[src/rtl/fence_pkg.sv]
// Shared widths, EMPTY accumulator constants and the published box record
// for the colour-mask box tracker.
package fence_pkg;
    localparam int COORD_X_W = 12;
    localparam int COORD_Y_W = 11;
    localparam int HCOUNT_W  = 11;
    localparam int VCOUNT_W  = 10;
    localparam int CNT_W     = 21;

    localparam logic [HCOUNT_W-1:0] EMPTY_XMIN = '1;
    localparam logic [VCOUNT_W-1:0] EMPTY_YMIN = '1;

    typedef struct packed {
        logic [COORD_X_W-1:0] x;
        logic [COORD_Y_W-1:0] y;
        logic [COORD_X_W-1:0] xmax;
        logic [COORD_Y_W-1:0] ymax;
    } bbox_t;

    // Rounded mean, used when blending a new box into the previous one.
    function automatic logic [COORD_X_W-1:0] avg_x(input logic [COORD_X_W-1:0] a,
                                                   input logic [COORD_X_W-1:0] b);
        logic [COORD_X_W:0] s;
        s = {1'b0, a} + {1'b0, b} + (COORD_X_W+1)'(1);
        return s[COORD_X_W:1];
    endfunction

    function automatic logic [COORD_Y_W-1:0] avg_y(input logic [COORD_Y_W-1:0] a,
                                                   input logic [COORD_Y_W-1:0] b);
        logic [COORD_Y_W:0] s;
        s = {1'b0, a} + {1'b0, b} + (COORD_Y_W+1)'(1);
        return s[COORD_Y_W:1];
    endfunction
endpackage

[src/rtl/bbox_tracker_if.sv]
// Pixel stream in, published box out; master drives the stream.
interface bbox_if;
    import fence_pkg::*;
    logic                 pixel_valid_in;
    logic [HCOUNT_W-1:0]  hcount_in;
    logic [VCOUNT_W-1:0]  vcount_in;
    logic                 mask_in;
    logic                 frame_end_in;
    logic [COORD_X_W-1:0] x_out;
    logic [COORD_Y_W-1:0] y_out;
    logic [COORD_X_W-1:0] xmax_out;
    logic [COORD_Y_W-1:0] ymax_out;
    logic                 box_valid_out;
    logic                 box_update_out;

    modport master (output pixel_valid_in, hcount_in, vcount_in, mask_in, frame_end_in,
                    input  x_out, y_out, xmax_out, ymax_out, box_valid_out, box_update_out);
    modport slave  (input  pixel_valid_in, hcount_in, vcount_in, mask_in, frame_end_in,
                    output x_out, y_out, xmax_out, ymax_out, box_valid_out, box_update_out);
endinterface

[src/rtl/bbox_axis_accum.sv]
// One axis min/max accumulator. min_eff/max_eff include the current-cycle hit
// so a snapshot taken on reload still sees it.
module bbox_axis_accum #(
    parameter int           W         = 11,
    parameter logic [W-1:0] EMPTY_MIN = '1
) (
    input  logic         clk,
    input  logic         rst_n,
    input  logic         hit,
    input  logic         reload,
    input  logic [W-1:0] coord,
    output logic [W-1:0] min_eff,
    output logic [W-1:0] max_eff
);
    logic [W-1:0] min_q, max_q;

    assign min_eff = (hit && coord < min_q) ? coord : min_q;
    assign max_eff = (hit && coord > max_q) ? coord : max_q;

    always_ff @(posedge clk or negedge rst_n) begin
        if (!rst_n) begin
            min_q <= EMPTY_MIN;
            max_q <= '0;
        end else if (reload) begin
            min_q <= EMPTY_MIN;
            max_q <= '0;
        end else begin
            min_q <= min_eff;
            max_q <= max_eff;
        end
    end
endmodule

[src/rtl/bbox_tracker.sv]
// Per-frame bounding box: S0 snapshot, S1 centre compute, S2 publish.
// Optional BBOX_SMOOTH_EN blends each valid result with the previous one.
module bbox_tracker
    import fence_pkg::*;
#(
    parameter int MIN_PIXELS = 32,
    parameter int H_ACTIVE   = 1280,
    parameter int V_ACTIVE   = 720
) (
    input logic  clk_in,
    input logic  rst_n_in,
    bbox_if.slave bus
);
    localparam logic [HCOUNT_W-1:0] H_LIM   = HCOUNT_W'(H_ACTIVE);
    localparam logic [VCOUNT_W-1:0] V_LIM   = VCOUNT_W'(V_ACTIVE);
    localparam logic [CNT_W-1:0]    MIN_CNT = CNT_W'(MIN_PIXELS);

    logic                hit, fend;
    logic [HCOUNT_W-1:0] xmin_eff, xmax_eff, s0_xmin, s0_xmax;
    logic [VCOUNT_W-1:0] ymin_eff, ymax_eff, s0_ymin, s0_ymax;
    logic [CNT_W-1:0]    cnt_q, cnt_eff, s0_cnt;
    logic [2:0]          vld_pipe;
    logic [COORD_X_W:0]  xsum;
    logic [COORD_Y_W:0]  ysum;
    bbox_t               s1_box, box_q, pub;
    logic                s1_ok, valid_q;

    assign fend = bus.frame_end_in;
    assign hit  = bus.pixel_valid_in && bus.mask_in &&
                  (bus.hcount_in < H_LIM) && (bus.vcount_in < V_LIM);
    assign cnt_eff = (hit && !(&cnt_q)) ? cnt_q + CNT_W'(1) : cnt_q;

    bbox_axis_accum #(.W(HCOUNT_W), .EMPTY_MIN(EMPTY_XMIN)) u_x (
        .clk(clk_in), .rst_n(rst_n_in), .hit(hit), .reload(fend),
        .coord(bus.hcount_in), .min_eff(xmin_eff), .max_eff(xmax_eff));

    bbox_axis_accum #(.W(VCOUNT_W), .EMPTY_MIN(EMPTY_YMIN)) u_y (
        .clk(clk_in), .rst_n(rst_n_in), .hit(hit), .reload(fend),
        .coord(bus.vcount_in), .min_eff(ymin_eff), .max_eff(ymax_eff));

    assign xsum = (COORD_X_W+1)'(s0_xmin) + (COORD_X_W+1)'(s0_xmax);
    assign ysum = (COORD_Y_W+1)'(s0_ymin) + (COORD_Y_W+1)'(s0_ymax);

    always_comb begin
        pub = s1_box;
`ifdef BBOX_SMOOTH_EN
        // Blend only onto a valid previous box; otherwise load directly.
        if (valid_q) begin
            pub.x    = avg_x(box_q.x,    s1_box.x);
            pub.y    = avg_y(box_q.y,    s1_box.y);
            pub.xmax = avg_x(box_q.xmax, s1_box.xmax);
            pub.ymax = avg_y(box_q.ymax, s1_box.ymax);
        end
`endif
    end

    always_ff @(posedge clk_in or negedge rst_n_in) begin
        if (!rst_n_in) begin
            cnt_q    <= '0;
            vld_pipe <= '0;
            s0_xmin  <= EMPTY_XMIN;
            s0_xmax  <= '0;
            s0_ymin  <= EMPTY_YMIN;
            s0_ymax  <= '0;
            s0_cnt   <= '0;
            s1_box   <= '0;
            s1_ok    <= 1'b0;
            box_q    <= '0;
            valid_q  <= 1'b0;
        end else begin
            vld_pipe <= {vld_pipe[1:0], fend};
            cnt_q    <= fend ? '0 : cnt_eff;
            if (fend) begin
                s0_xmin <= xmin_eff;
                s0_xmax <= xmax_eff;
                s0_ymin <= ymin_eff;
                s0_ymax <= ymax_eff;
                s0_cnt  <= cnt_eff;
            end
            s1_box.x    <= xsum[COORD_X_W:1];
            s1_box.y    <= ysum[COORD_Y_W:1];
            s1_box.xmax <= COORD_X_W'(s0_xmax);
            s1_box.ymax <= COORD_Y_W'(s0_ymax);
            s1_ok       <= (s0_cnt >= MIN_CNT);
            // Too few hits: flag invalid but keep the last good coordinates.
            if (vld_pipe[1]) begin
                valid_q <= s1_ok;
                if (s1_ok) box_q <= pub;
            end
        end
    end

    assign bus.x_out          = box_q.x;
    assign bus.y_out          = box_q.y;
    assign bus.xmax_out       = box_q.xmax;
    assign bus.ymax_out       = box_q.ymax;
    assign bus.box_valid_out  = valid_q;
    assign bus.box_update_out = vld_pipe[2];
endmodule

[src/flat_wrapper.sv]
// flat-port wrapper written by rule: the top's interface ports become plain ports
module bbox_tracker_flat import fence_pkg::*;
#(
    parameter int MIN_PIXELS = 32,
    parameter int H_ACTIVE   = 1280,
    parameter int V_ACTIVE   = 720
)
  (clk_in, rst_n_in, bus_pixel_valid_in, bus_hcount_in, bus_vcount_in, bus_mask_in, bus_frame_end_in, bus_x_out, bus_y_out, bus_xmax_out, bus_ymax_out, bus_box_valid_out, bus_box_update_out);
  bbox_if bus_i ();
  input logic clk_in;
  input logic rst_n_in;
  input wire logic [$bits(bus_i.pixel_valid_in)-1:0] bus_pixel_valid_in;
  input wire logic [$bits(bus_i.hcount_in)-1:0] bus_hcount_in;
  input wire logic [$bits(bus_i.vcount_in)-1:0] bus_vcount_in;
  input wire logic [$bits(bus_i.mask_in)-1:0] bus_mask_in;
  input wire logic [$bits(bus_i.frame_end_in)-1:0] bus_frame_end_in;
  output wire logic [$bits(bus_i.x_out)-1:0] bus_x_out;
  output wire logic [$bits(bus_i.y_out)-1:0] bus_y_out;
  output wire logic [$bits(bus_i.xmax_out)-1:0] bus_xmax_out;
  output wire logic [$bits(bus_i.ymax_out)-1:0] bus_ymax_out;
  output wire logic [$bits(bus_i.box_valid_out)-1:0] bus_box_valid_out;
  output wire logic [$bits(bus_i.box_update_out)-1:0] bus_box_update_out;
  assign bus_i.pixel_valid_in = bus_pixel_valid_in;
  assign bus_i.hcount_in = bus_hcount_in;
  assign bus_i.vcount_in = bus_vcount_in;
  assign bus_i.mask_in = bus_mask_in;
  assign bus_i.frame_end_in = bus_frame_end_in;
  assign bus_x_out = bus_i.x_out;
  assign bus_y_out = bus_i.y_out;
  assign bus_xmax_out = bus_i.xmax_out;
  assign bus_ymax_out = bus_i.ymax_out;
  assign bus_box_valid_out = bus_i.box_valid_out;
  assign bus_box_update_out = bus_i.box_update_out;
  bbox_tracker #(.MIN_PIXELS(MIN_PIXELS), .H_ACTIVE(H_ACTIVE), .V_ACTIVE(V_ACTIVE)) u_core (.clk_in(clk_in), .rst_n_in(rst_n_in), .bus(bus_i));
endmodule
[config.mk]
export PLATFORM = sky130hd
export DESIGN_NAME = bbox_tracker_flat
export DESIGN_NICKNAME = d
export VERILOG_FILES = /design/src/rtl/fence_pkg.sv /design/src/rtl/bbox_tracker_if.sv /design/src/rtl/bbox_axis_accum.sv /design/src/rtl/bbox_tracker.sv /design/src/flat_wrapper.sv
export SDC_FILE = /design/constraint.sdc
export NUM_CORES = 1
export LEC_CHECK = 0
export ABC_AREA = 1
export CAP_MARGIN = 20
export CORE_MARGIN = 3
export CORE_UTILIZATION = 64
export CTS_CLUSTER_SIZE = 24
export DETAILED_ROUTE_END_ITERATION = 12
export PLACE_DENSITY = 0.86
export SETUP_SLACK_MARGIN = 0.5
export SLEW_MARGIN = 0
export SYNTH_ARGS = -nofsm -noshare
export SYNTH_HDL_FRONTEND = slang
export SYNTH_HIERARCHICAL = 1
export SYNTH_SLANG_ARGS = --single-unit
[constraint.sdc]
create_clock -name clk_in -period 4.3 [get_ports clk_in]
set_input_delay 1.29 -clock clk_in [delete_from_list [all_inputs] [get_ports clk_in]]
set_output_delay 1.29 -clock clk_in [all_outputs]
set_load 0.02 [all_outputs]
==> qor.yml <==
async_reset_ff_share_pct: 100
htreeDepth: 1
finalSetupViolCount: 0
ys_seq_area_share_pct: 50.2
grt_overflow: 0
wl_um: 23600
grt_pass1_wl_um: 39600
die_area_mm2: 0.0181
ys.flop_type: "dfrtp_1"
cts_root_buf: "clkbuf_16"
max_freq_ghz: 0.288
clkLatencyLatePin_ns: 0.50
crit_slowest_cell: "clkdlybuf4s50_1"
syn_to_final_growth_pct: 14.8
n_antenna_cell: 0
power_frac_clock_pct: 33.0
clkTransAtPathRegs_ns: 0.06
drt-initial-drc-count: 654
synth_xor_area_share_pct: 2.24
cts_tree: "done"
vias: 8255
finalNetCount: 1357
vias_per_cell: 5.50
fin_cells: 1501
path_max_fanout: 11
clock_skew_ns: 0.00715
wl_per_cell_um: 15.7
dieWidth_um: 135
powerDensity_mw_per_mm2: 456
synth-edff-count: 0
io_buffers: 69
path_common_cell: "nand2_1"
syn-mean-instance-area_um2: 8.79
num_io_pins: 74
cp_cell_sequence: "clkdlybuf4s50_1, nor2_1, nor2_1, nor2_1, inv_1, nor2_1, nand2_1, a21oi_1, o21ai_0, a21oi_2, nand2_1, nand2_1, nand2_1, nand2_1, nand2_1"
fillers: 1092
syn_area_mm2: 0.0106
dp_hpwl_um: 16200
hold_violations: 0
coreArea_mm2: 0.0161
crit_path_max_incr_delay_ns: 0.53
switching_power_mw: 1.60
p_sw_share_pct: 28.9
yosys_warnings: 6
finalPower_mw: 5.54
tightest_slew_ns: 1.07
rsz0062_at_grt: "no"
r2r_setup_slack_ns: 2.16
cp_data_required_time_ns: 4.72
relSlewSlack_pct: 28.9
synth_adder_area_share_pct: 7.47
postCtsHoldBufs: 0
cts.repair.resized: 0
placedCellCount: 1460
total_leakage_power_nw: 6.49
rows: 46
synth_seq_cells: 210
drt_pass1_iterations: 6
outcome: "finished clean"
worst-endpoint-arrival_ns: 3.90
period_needed_ns: 3.47
track_usage_pct: 26.8
synthMuxAreaShare_pct: 4.47
power.internal_mw: 3.94
start_util_pct: 65.9
ant_nets: 0
antenna_found_initial: 0
syn-instance-count: 1203
peakVddDrop_mv: 0.385
finalWeightedCongestion: 0.907
numCtsBuffers: 22
seq_power_share_pct: 44.7
die_h_um: 135
hold_path_class: "flop to flop"
endpoint_kind: "flop"
path_class: "input port to flop"
synth-simple-area-share_pct: 25.1
cap_violations: 0
start_kind: "input port"
period_share_pct: 80.8
clk_path_buf_depth: 3
drc_errors: 0
cts_setup_buffers: 0
grt_max_degree: 95
setup_tns_ns: 0
first_global_vias: 8201
synth.distinct_cells: 34
synth_compound_area_share_pct: 3.52
drive_above_1_share_pct: 14.5
slew_viol_final: 0
p_comb_share_pct: 22.3
synth_top_family_by_area: "simple AND/OR/NAND/NOR gates"
cts.sinks: 210
[flip-flops by register name (all words and copies together), names as in the netlist, 11 cells and up]
signal	cells
u_core/s0_xmin	11
u_core/u_x/min_q	11
u_core/u_x/max_q	11
u_core/s0_cnt	16
u_core/bus.x_out	11
u_core/pub	42
u_core/bus.xmax_out	11
u_core/s0_xmax	11
u_core/cnt_q	21
[metal layers]
metal  track usage (%)  part of all wire, %  routed length, um  up-vias
li1                  -                    -                  -     3919
met1              36.8                   42              10000     3972
met2              43.8                   48              11200      318
met3              5.40                  7.5               1770       46
met4              7.75                  2.4                576        0
met5                 0                    0                  0        -
[cells in the mapped netlist, types with 6 or more instances]
library cell / count / area share, %
nand2_1: 410 / 15
dfrtp_1: 168 / 40
inv_1: 129 / 4.6
nand3_1: 70 / 3.3
ha_1: 60 / 7.1
nor2_1: 56 / 2.0
dfstp_2: 42 / 10
mux2_2: 42 / 4.5
a21oi_1: 41 / 1.9
clkbuf_1: 23 / 0.82
nand2_2: 18 / 1.1
nand4_1: 16 / 0.95
o21ai_0: 16 / 0.76
xor2_1: 16 / 1.3
nand3_2: 14 / 1.3
nor2_2: 13 / 0.77
xnor2_1: 11 / 0.91
buf_4: 8 / 0.57
a21o_1: 6 / 0.43
inv_2: 6 / 0.21
nand3b_1: 6 / 0.43
[placed cells by master (no fill, tap or decap), drive strengths merged, types with 4 or more instances in the layout]
cell type / instances
buf: 12
nand3: 84
dfrtp: 168
nand2: 428
xnor2: 11
mux2: 42
nor4: 4
nor3: 4
xor2: 16
ha: 60
clkbuf: 33
nand3b: 6
conb: 4
nor2: 71
o21ai: 18
a21oi: 43
inv: 135
nand4: 16
a21o: 6
clkdlybuf4s50: 67
clkinv: 9
dfstp: 42
[worst paths after layout]
kind	from	endpoint	cells past startpoint
max in group asynchronous	rst_n_in	u_core/s0_xmin[9]	2
min in group asynchronous	rst_n_in	u_core/bus.y_out[0]	1
setup / recovery	bus_hcount_in[8]	u_core/s0_xmin[4]	15
hold reg to reg	u_core/vld_pipe[0]	u_core/vld_pipe[1]	0
hold / removal	u_core/vld_pipe[0]	u_core/vld_pipe[1]	0
setup reg to reg	u_core/u_x/min_q[6]	u_core/s0_xmin[4]	10
[cell type report]
cell class	count	area, um^2	share of cell area, %
clock inverter	8	68.8	0.567
multi-input combinational	818	4540	37.4
tap	216	270	2.23
inverter	137	514	4.23
clock buffer	32	629	5.18
timing repair buffer	80	812	6.69
sequential	210	5310	43.7
[power by group through the flow]
stage | logic [mW] | registers (mW) | clock network, mW
final | 1.24 | 2.48 | 1.83
after detailed placement | 1.22 | 2.51 | 0
after CTS | 1.24 | 2.48 | 1.86
after floorplan | 0.549 | 2.63 | 0
after global routing | 1.34 | 2.51 | 1.96
after global placement | 1.17 | 2.49 | 0
[kinds of logic after synthesis]
group	Yosys count
simple gates	614
compound gates	69
buf+inv	178
fa+ha+maj	62
mux	42
flops	210
xor+xnor	27
other cells	1
[critical path: cells and delay by family]
kind,cells,cell delay (ns)
AOI/OAI and AO/OA,3,0.39
and+or+nand+nor,10,1.61
buffers and inverters,2,0.60
[metrics by stage]
step                hold slack, ns  worst slack, ns  area [um^2]  util [%]
finish                       0.346            0.826        12100      75.6
global route                 0.372            0.589        12100      75.6
CTS                          0.348            0.820        12100      75.5
detailed placement           0.335            0.300        11400      71.2
global placement             0.332            0.491        11400      71.2
floorplan                    0.331             1.55        10600         -
(Power assumes the default switching activity.)
